$ cat src/rtl/fifo_burst_sched_pkg.sv
// Shared state encoding and FIFO capacity constants for the burst scheduler.
package fifo_burst_sched_pkg;

  typedef enum logic [1:0] {
    ST_IDLE  = 2'd0,
    ST_BURST = 2'd1,
    ST_CLEAR = 2'd2
  } sched_state_t;

  localparam int FIFO_AW = 7;

  // One slot is sacrificed so a full FIFO is distinguishable from an empty one.
  function automatic int fifo_cap(input int aw);
    return (1 << aw) - 1;
  endfunction

  localparam int CAP = fifo_cap(FIFO_AW);

endpackage

$ cat src/rtl/fifo_burst_sched_rr_arbiter.sv
// Purpose: rotating-priority one-hot grant across N requesters, gated by en.
// Latency: combinational grant; priority pointer advances on the clock after a grant.
// Backpressure: en low withholds every grant and freezes the pointer.
module fifo_burst_sched_rr_arbiter #(
  parameter int N = 2
) (
  input  logic         clock,
  input  logic         sclr,
  input  logic         en,
  input  logic [N-1:0] req,
  output logic [N-1:0] gnt
);

  localparam int PW = (N > 1) ? $clog2(N) : 1;

  logic [PW-1:0] ptr;
  logic [PW-1:0] ptr_nxt;
  logic [PW-1:0] idx;
  logic          hit;

  // ptr names the requester holding highest priority this cycle.
  always_comb begin
    gnt     = '0;
    ptr_nxt = ptr;
    hit     = 1'b0;
    idx     = '0;
    for (int k = 0; k < N; k++) begin
      idx = PW'((int'(ptr) + k) % N);
      if (en && !hit && req[idx]) begin
        gnt[idx] = 1'b1;
        ptr_nxt  = PW'((int'(idx) + 1) % N);
        hit      = 1'b1;
      end
    end
  end

  always_ff @(posedge clock) begin
    if (sclr) begin
      ptr <= '0;
    end else if (hit) begin
      ptr <= ptr_nxt;
    end
  end

endmodule

$ cat src/rtl/fifo_burst_sched.sv
// Purpose: round-robin write arbiter and fixed/flush burst read sequencer for the sample FIFO.
// Latency: grant -> fifo_wrreq next cycle; word eligible for a burst three cycles after grant.
// Backpressure: credit-based grants stop at CAP; out_ready low stalls a burst in place.
module fifo_burst_sched
  import fifo_burst_sched_pkg::*;
#(
  parameter int N_REQ = 2,
  parameter int DW    = 16,
  parameter int AW    = FIFO_AW,
  parameter int BURST = 8
) (
  input  logic                clock,
  input  logic                sclr,
  input  logic [N_REQ-1:0]    req_valid,
  input  logic [N_REQ*DW-1:0] req_data,
  output logic [N_REQ-1:0]    req_ready,
  input  logic                flush,
  input  logic                clr,
  output logic                fifo_wrreq,
  output logic [DW-1:0]       fifo_data,
  output logic                fifo_rdreq,
  input  logic [DW-1:0]       fifo_q,
  output logic                fifo_sclr,
  output logic                out_valid,
  output logic [DW-1:0]       out_data,
  output logic                out_last,
  input  logic                out_ready,
  output logic [AW-1:0]       occupancy
);

  localparam logic [AW-1:0] CAP_V   = AW'(fifo_cap(AW));
  localparam logic [AW-1:0] BURST_V = AW'(BURST);

  sched_state_t   state;
  sched_state_t   state_nxt;
  logic [AW-1:0]  cnt;
  logic [AW-1:0]  cnt_nxt;
  logic [AW-1:0]  avail;
  logic [1:0]     commit_pipe;
  logic           flush_pend;
  logic           clr_pend;
  logic           flush_take;
  logic           grant_en;
  logic           grant;
  logic           rd;
  logic           clear_now;
  logic [N_REQ-1:0] gnt;
  logic [DW-1:0]  gnt_data;

  // A clr pulse blocks grants in its own cycle so nothing new lands behind the clear.
  assign grant_en = !sclr && (occupancy < CAP_V) && (state != ST_CLEAR) && !clr_pend && !clr;

  fifo_burst_sched_rr_arbiter #(
    .N (N_REQ)
  ) u_arb (
    .clock (clock),
    .sclr  (sclr),
    .en    (grant_en),
    .req   (req_valid),
    .gnt   (gnt)
  );

  assign req_ready = gnt;
  assign grant     = |gnt;

  always_comb begin
    gnt_data = '0;
    for (int i = 0; i < N_REQ; i++) begin
      if (gnt[i]) gnt_data = req_data[i*DW +: DW];
    end
  end

  assign rd         = (state == ST_BURST) && out_ready;
  assign clear_now  = (state == ST_CLEAR) && (commit_pipe == 2'b00);
  assign fifo_rdreq = rd && !sclr;
  assign fifo_sclr  = sclr || clear_now;
  assign out_valid  = (state == ST_BURST) && !sclr;
  assign out_last   = out_valid && (cnt == AW'(1));
  assign out_data   = fifo_q;

  always_comb begin
    state_nxt  = state;
    cnt_nxt    = cnt;
    flush_take = 1'b0;
    case (state)
      ST_IDLE: begin
        if (clr_pend) begin
          state_nxt = ST_CLEAR;
        end else if (avail >= BURST_V) begin
          state_nxt = ST_BURST;
          cnt_nxt   = BURST_V;
        end else if (flush_pend) begin
          flush_take = 1'b1;
          if (avail != '0) begin
            state_nxt = ST_BURST;
            cnt_nxt   = avail;
          end
        end
      end
      ST_BURST: begin
        if (out_ready) begin
          cnt_nxt = cnt - AW'(1);
          if (cnt == AW'(1)) state_nxt = ST_IDLE;
        end
      end
      ST_CLEAR: begin
        if (commit_pipe == 2'b00) state_nxt = ST_IDLE;
      end
      default: state_nxt = ST_IDLE;
    endcase
  end

  always_ff @(posedge clock) begin
    if (sclr) begin
      state       <= ST_IDLE;
      cnt         <= '0;
      occupancy   <= '0;
      avail       <= '0;
      commit_pipe <= '0;
      fifo_wrreq  <= 1'b0;
      fifo_data   <= '0;
      flush_pend  <= 1'b0;
      clr_pend    <= 1'b0;
    end else begin
      state       <= state_nxt;
      cnt         <= cnt_nxt;
      fifo_wrreq  <= grant;
      if (grant) fifo_data <= gnt_data;
      // Tracks the FIFO's own input register so avail only counts readable words.
      commit_pipe <= {commit_pipe[0], grant};
      if (clear_now) begin
        occupancy <= '0;
        avail     <= '0;
      end else begin
        occupancy <= occupancy + AW'(grant) - AW'(rd);
        avail     <= avail + AW'(commit_pipe[1]) - AW'(rd);
      end
      flush_pend <= flush || (flush_pend && !flush_take && !clear_now);
      clr_pend   <= clr || (clr_pend && !clear_now);
    end
  end

endmodule
$ cat config.mk
export PLATFORM = sky130hd
export DESIGN_NAME = fifo_burst_sched
export DESIGN_NICKNAME = d
export VERILOG_FILES = /design/src/rtl/fifo_burst_sched_pkg.sv /design/src/rtl/fifo_burst_sched_rr_arbiter.sv /design/src/rtl/fifo_burst_sched.sv
export SDC_FILE = /design/constraint.sdc
export NUM_CORES = 1
export LEC_CHECK = 0
export BUFFER_PORTS_ARGS = -buffer_cell sky130_fd_sc_hd__buf_2
export CORE_ASPECT_RATIO = 0.9
export CORE_UTILIZATION = 53
export CTS_BUF_LIST = sky130_fd_sc_hd__clkbuf_16
export CTS_CLUSTER_SIZE = 30
export DETAILED_ROUTE_END_ITERATION = 10
export GPL_TIMING_DRIVEN = 0
export HOLD_SLACK_MARGIN = 0.1
export PLACE_DENSITY = 0.85
export SKIP_LAST_GASP = 1
export SYNTH_ARGS = -nofsm -noshare
export SYNTH_HDL_FRONTEND = slang
export SYNTH_SLANG_ARGS = --single-unit
$ cat constraint.sdc
create_clock -name clock -period 6.6 [get_ports clock]
set_input_delay 0.33 -clock clock [delete_from_list [all_inputs] [get_ports clock]]
set_output_delay 0.33 -clock clock [all_outputs]
set_load 0.05 [all_outputs]
# Word level (Yosys, flattened, before mapping)
# Cells that the tools add are included.
[word_totals]
reg_bits = 45
input_bits = 55
out_inout_bits = 46
word_cells = 106
[op_classes]
add_sub_neg = 7
magnitude_cmp = 6
n_eq_ne = 12
muxes = 34
bitwise = 1
n_reduce_logical = 36
[ops]
columns = ["operator", "count"]
rows = [
  ["two-way mux 7 bit", 5],
  ["two-way mux 16 bit", 2],
  ["two-way mux 2 bit", 9],
  ["logical AND 1 bit", 17],
  ["adder 7 x 1 -> 7 bit", 2],
  ["two-way mux 1 bit", 14],
  ["case mux 7 bit (2 select lines)", 1],
  ["subtractor 7 x 1 -> 7 bit", 2],
  ["AND reduction 5 bit", 2],
  ["inequality test 4 bit (second input constant)", 2],
  ["equality test 7 x 1 -> 1 bit (second input constant)", 1],
  ["greater-or-equal comparator 7 x 4 -> 1 bit (second input constant)", 1],
  ["< comparator 7 bit (second input constant)", 1],
  ["nonzero test 7 bit", 1],
  ["subtractor 7 x 1 -> 7 bit (second input constant)", 1],
  ["zero test 1 bit", 6],
  ["inequality test 2 bit (second input constant)", 3],
  ["inequality test 3 bit (second input constant)", 2],
  ["case mux 2 bit (3 select lines)", 1],
  ["zero test 2 bit", 2],
  ["< comparator 1 x 2 -> 1 bit (second input constant)", 2],
  ["inequality test 2 x 1 -> 1 bit (second input constant)", 2],
  ["nonzero test 2 bit", 2],
  ["OR reduction 2 bit", 2],
  ["other kinds (8)", 13],
]

# Logic depth before layout (Yosys ltp)
[depth]
ltp_word = 14
ltp_mapped = 17
depth_no_buf = 15

# By module
# From an unflattened synthesis, not the netlist that was laid out.
[unflattened]
hier_cells = 306
area_unflattened_um2 = 2602.5
[by_module_without_submodules]
columns = ["mod", "n_inst", "cells_each", "area_each_um2", "seq_area_each_um2"]
rows = [
  ["fifo_burst_sched", 1, 298, 2547.4, 860.8],
  ["fifo_burst_sched_rr_arbiter", 1, 8, 55.1, 20.0],
]

# Worst setup path after synthesis
# No wires, ideal clock.
[synth_path]
kind = "reg-to-reg"
start = "reg occupancy[1]"
end = "reg occupancy[6]"
setup_ps = 59
arrival_time_ps = 3522
t_required_ps = 6541
path_slack_ps = 3018
stages_incl_launch_ff = 18
path_buffers = 2
period_less_slack_ps = 3582
path_cell_list = "dfxtp_1 ha_1 and4_1 a2111oi_4 o211a_1 buf_2 buf_2 inv_1 ha_1 inv_1 ha_1 inv_1 fa_1 nor2b_1 o31a_1 o21a_1 or4_1 nand2_1"
[synth_via]
elab_chain_cells = 14
elab_cells_between_ends = 16
cone_classes = "add/sub (2); order compare (1); mux (3); bitwise (1); reduce/logical (9)"
[synth_lines]
columns = ["item", "line_no", "rtl"]
rows = [
  ["start, declared", "fifo_burst_sched.sv:28", "output logic [AW-1:0] occupancy"],
  ["start signal, assigned", "fifo_burst_sched.sv:135", "occupancy <= occupancy + AW'(grant) - AW'(rd);"],
  ["< comparator 7 bit", "fifo_burst_sched.sv:51", "assign grant_en = !sclr && (occupancy < CAP_V) && (state != ST_CLEAR) && !clr_pend && !clr;"],
  ["logical AND 1 bit (4 in series)", "fifo_burst_sched.sv:51", ""],
  ["logical AND 1 bit", "fifo_burst_sched_rr_arbiter.sv:29", "if (en && !hit && req[idx]) begin"],
  ["two-way mux 1 bit", "fifo_burst_sched_rr_arbiter.sv:29", ""],
  ["zero test 1 bit", "fifo_burst_sched_rr_arbiter.sv:29", ""],
  ["logical AND 1 bit (2 in series)", "fifo_burst_sched_rr_arbiter.sv:29", ""],
  ["two-way mux 2 bit", "fifo_burst_sched_rr_arbiter.sv:29", ""],
  ["OR reduction 2 bit", "fifo_burst_sched.sv:64", "assign grant = |gnt;"],
  ["adder 7 x 1 -> 7 bit *", "fifo_burst_sched.sv:135", ""],
  ["subtractor 7 x 1 -> 7 bit *", "fifo_burst_sched.sv:135", ""],
]
# Every way passes the cells marked *; elsewhere a longest branch is shown, timed or not.
# A chain may end at the register's enable or synchronous reset.

# Worst setup path in the final report
# Ends and elaborated chain as after synthesis.

==> impl_metrics.env <==
export IMPL_wire_per_inst_um=13.6
export IMPL_gp_congestion=0.842
export IMPL_rsz0062_at_grt="false"
export IMPL_clkSinkCount=44
export IMPL_whs_endpoint="flush_pend$_SDFF_PP0_"
export IMPL_final_max_slew_viol_count=0
export IMPL_post_route_util=0.688
export IMPL_via_per_inst=5.31
export IMPL_yosysWarnings=0
export IMPL_hold_start="flush"
export IMPL_die_h_um=69.4
export IMPL_whs_path_depth=2
export IMPL_root_buffer="clkbuf_16"
export IMPL_cp_end_kind="flop"
export IMPL_report_power_total_mw=1.39
export IMPL_cts_max_path_buffers=2
export IMPL_grt_total_usage=0.232
export IMPL_top_layer_used="met4"
export IMPL_core_area_sq_um=4860
export IMPL_max_freq_mhz=266
export IMPL_crit_slowest_cell="or4_1"
export IMPL_arrival_ns=3.99
export IMPL_ys_async_sr_fraction=0
export IMPL_first_pass_iters=4
export IMPL_syn_area_per_cell_sq_um=9.20
export IMPL_dieArea_sq_um=5340
export IMPL_worstReg2RegEnd="occupancy[6]$_SDFF_PP0_"
export IMPL_start_util=0.550
export IMPL_synth_seq_area_share=0.329
export IMPL_fillerInstances=394
export IMPL_p_per_area_nw_per_um2=415
export IMPL_timing_rr_start="occupancy[1]$_SDFF_PP0_"
export IMPL_max_cap_violations=0
export IMPL_ctsHoldBuffers=0
export IMPL_worstPathCellList="ha_1 > and4_1 > a2111oi_4 > o211a_1 > buf_2 > buf_2 > inv_1 > ha_1 > inv_1 > ha_1 > inv_1 > fa_1 > nor2b_1 > o31a_1 > o21a_1 > or4_1 > nand2_1"
export IMPL_dpl_worst_slack_ns=2.91
export IMPL_fin_cells=448
export IMPL_synth_edff_count=0
export IMPL_syn_inst=291
export IMPL_htree_levels=2
export IMPL_dr_wl_met3_um=300
export IMPL_crit_type="flop to flop"
export IMPL_finalHoldViolations=0
export IMPL_drtAntennaViolNets=0
export IMPL_synth_nets=373
export IMPL_finish_instance_area_sq_um=3350
export IMPL_tightest_slew_ns=0.710
export IMPL_cts_tree="yes"
export IMPL_skew_ns=0.00654
export IMPL_grt_max_degree=15
export IMPL_holdWs_ns=0.271
export IMPL_portBuffers=84
export IMPL_place_area_sq_um=3180
export IMPL_timing_final_ws_setup_ns=2.84
export IMPL_synthToLayoutAreaGrowth_pct=25.0
export IMPL_diodes=0
export IMPL_ys_flop_type="dfxtp_1"
export IMPL_rrSetupSlack_ns=2.84
export IMPL_ys_ff_latch=44
export IMPL_cp_max_fo=10
export IMPL_place_inst=440
export IMPL_worstSkewPairLatency_ns=0.28
export IMPL_cp_start_kind="flop"
export IMPL_clk_pin_slew_ns=0.06
export IMPL_cts_buffers=5
export IMPL_wl_um=6100
export IMPL_syn_area_sq_um=2680
export IMPL_nNetsFinal=464
export IMPL_die_w_um=76.9
export IMPL_drc=0
export IMPL_vias=2380
export IMPL_met2_length_um=3010
export IMPL_rows=24
export IMPL_vdd_drop_max_uv=318
export IMPL_ioPinCount=101
export IMPL_post_cts_buffers=0
export IMPL_gr_total_overflow=0
export IMPL_drtIter0Drc=75
export IMPL_cts_resized=0
export IMPL_worstPathRequired_ns=6.82
export IMPL_reg2reg_depth=17
export IMPL_max_stage_delay_ns=0.39
export IMPL_slew_headroom=0.527
export IMPL_grt_pass1_vias=2184
export IMPL_status="finished, final reports clean"
export IMPL_finalCriticalPeriod_ns=3.76
export IMPL_synth_distinct_cells=51
export IMPL_hp_class="input port to flop"
export IMPL_layout_drive_gt1_share=0.332
export IMPL_final_period_utilization=0.570
export IMPL_antenna_found_initial=0
export IMPL_setup_viol=0
export IMPL_leakagePower_nw=1.55
export IMPL_hpwl_um=4610
export IMPL_wl_met1_um=2720
export IMPL_fin_setup_tns_ns=0
export IMPL_grt_pass1_wl_um=9920
## layout by cell type (no fill, tap or decap), types with 2 or more instances in the layout
cell type	netlist	routed
and2_1	3	3
xor2_1	4	4
buf_2	5	89
nand2b_1	2	2
a211oi_1	18	18
o21ai_0	4	4
inv_1	29	29
o31ai_1	2	2
clkbuf_1	3	3
or4_1	3	3
clkbuf_16	0	5
mux2i_1	17	17
a211oi_2	9	9
a21oi_1	7	7
nor3_1	6	6
xnor2_1	5	5
nand2_1	5	5
a32o_1	2	2
nor2_1	40	40
fa_1	2	2
buf_4	16	16
nor4_1	3	3
ha_1	25	25
o21a_1	2	2
dfxtp_1	44	44
a21o_1	3	3
a22oi_1	5	5
nor2b_1	3	3
## cells by family after synthesis
| family | share of synthesized area |
|---|---|
| compound gates | 0.198 |
| simple gates | 0.134 |
| buf+inv | 0.114 |
| flops | 0.329 |
| mux | 0.0636 |
| xor+xnor | 0.0295 |
| fa+ha+maj | 0.132 |
## cell type report
type	instances	area (sq um)	share of cell area
Sequential cell	44	881	0.263
Clock inverter	3	42.5	0.0127
Timing Repair Buffer	84	420	0.126
Clock buffer	5	125	0.0374
Multi-Input combinational cell	190	1490	0.446
Tap cell	65	81.3	0.0243
Inverter	30	113	0.0337
Buffer	27	191	0.0572
## how the worst max path moves through the flow
stage                                   end  slack [ns]  cells past startpoint                    start
global route        occupancy[6]$_SDFF_PP0_        2.62                     17  occupancy[1]$_SDFF_PP0_
finish              occupancy[6]$_SDFF_PP0_        2.84                     17  occupancy[1]$_SDFF_PP0_
CTS                 occupancy[6]$_SDFF_PP0_        2.85                     17  occupancy[1]$_SDFF_PP0_
detailed placement  occupancy[6]$_SDFF_PP0_        2.91                     17  occupancy[1]$_SDFF_PP0_
floorplan           occupancy[6]$_SDFF_PP0_        3.02                     17  occupancy[1]$_SDFF_PP0_
global placement    occupancy[6]$_SDFF_PP0_        3.01                     17  occupancy[1]$_SDFF_PP0_
## cells in the mapped netlist (all sizes together), types with 2 or more instances
master | n | area, sq um
a22oi | 5 | 37.5
nor3 | 6 | 30.0
o21a | 2 | 15.0
fa | 2 | 40.0
a211oi | 27 | 248
a21o | 3 | 22.5
nor4 | 3 | 18.8
and2 | 3 | 18.8
xor2 | 4 | 35.0
buf | 24 | 180
nand2 | 5 | 18.8
dfxtp | 44 | 881
clkbuf | 3 | 11.3
o31ai | 2 | 15.0
ha | 25 | 313
o21ai | 4 | 20.0
mux2i | 17 | 170
a32o | 2 | 20.0
or4 | 3 | 22.5
inv | 30 | 113
nor2 | 40 | 150
nor2b | 3 | 18.8
xnor2 | 5 | 43.8
nand2b | 2 | 12.5
a21oi | 7 | 35.0
## registers in the layout (all words and copies together) (netlist names)
signal,count
fifo_data,16
cnt,7
u_arb.ptr,1
clr_pend,1
commit_pipe,2
state,2
occupancy,7
flush_pend,1
avail,7
## worst max-delay path: cells and delay by family (launching register included)
kind                     cells  cell delay (ns)
buffers and inverters        5             0.65
AND/OR/NAND/NOR              4             0.78
flip-flops                   1             0.37
adder cells (fa/ha/maj)      4             0.91
AO/OA/AOI/OAI                4             0.99
## metal layers
layer	global-route usage	vias up
met5	0	-
met4	0.0556	0
met3	0.0513	8
met2	0.405	78
met1	0.288	1101
li1	-	1193
## power breakdown
| part | switching [mW] | total, mW | internal, mW |
|---|---|---|---|
| logic | 0.427 | 0.712 | 0.285 |
| registers | 0.0645 | 0.397 | 0.333 |
| clock network | 0.100 | 0.278 | 0.178 |
| total | 0.592 | 1.39 | 0.795 |
No activity file was read; power rests on OpenSTA's default activity.
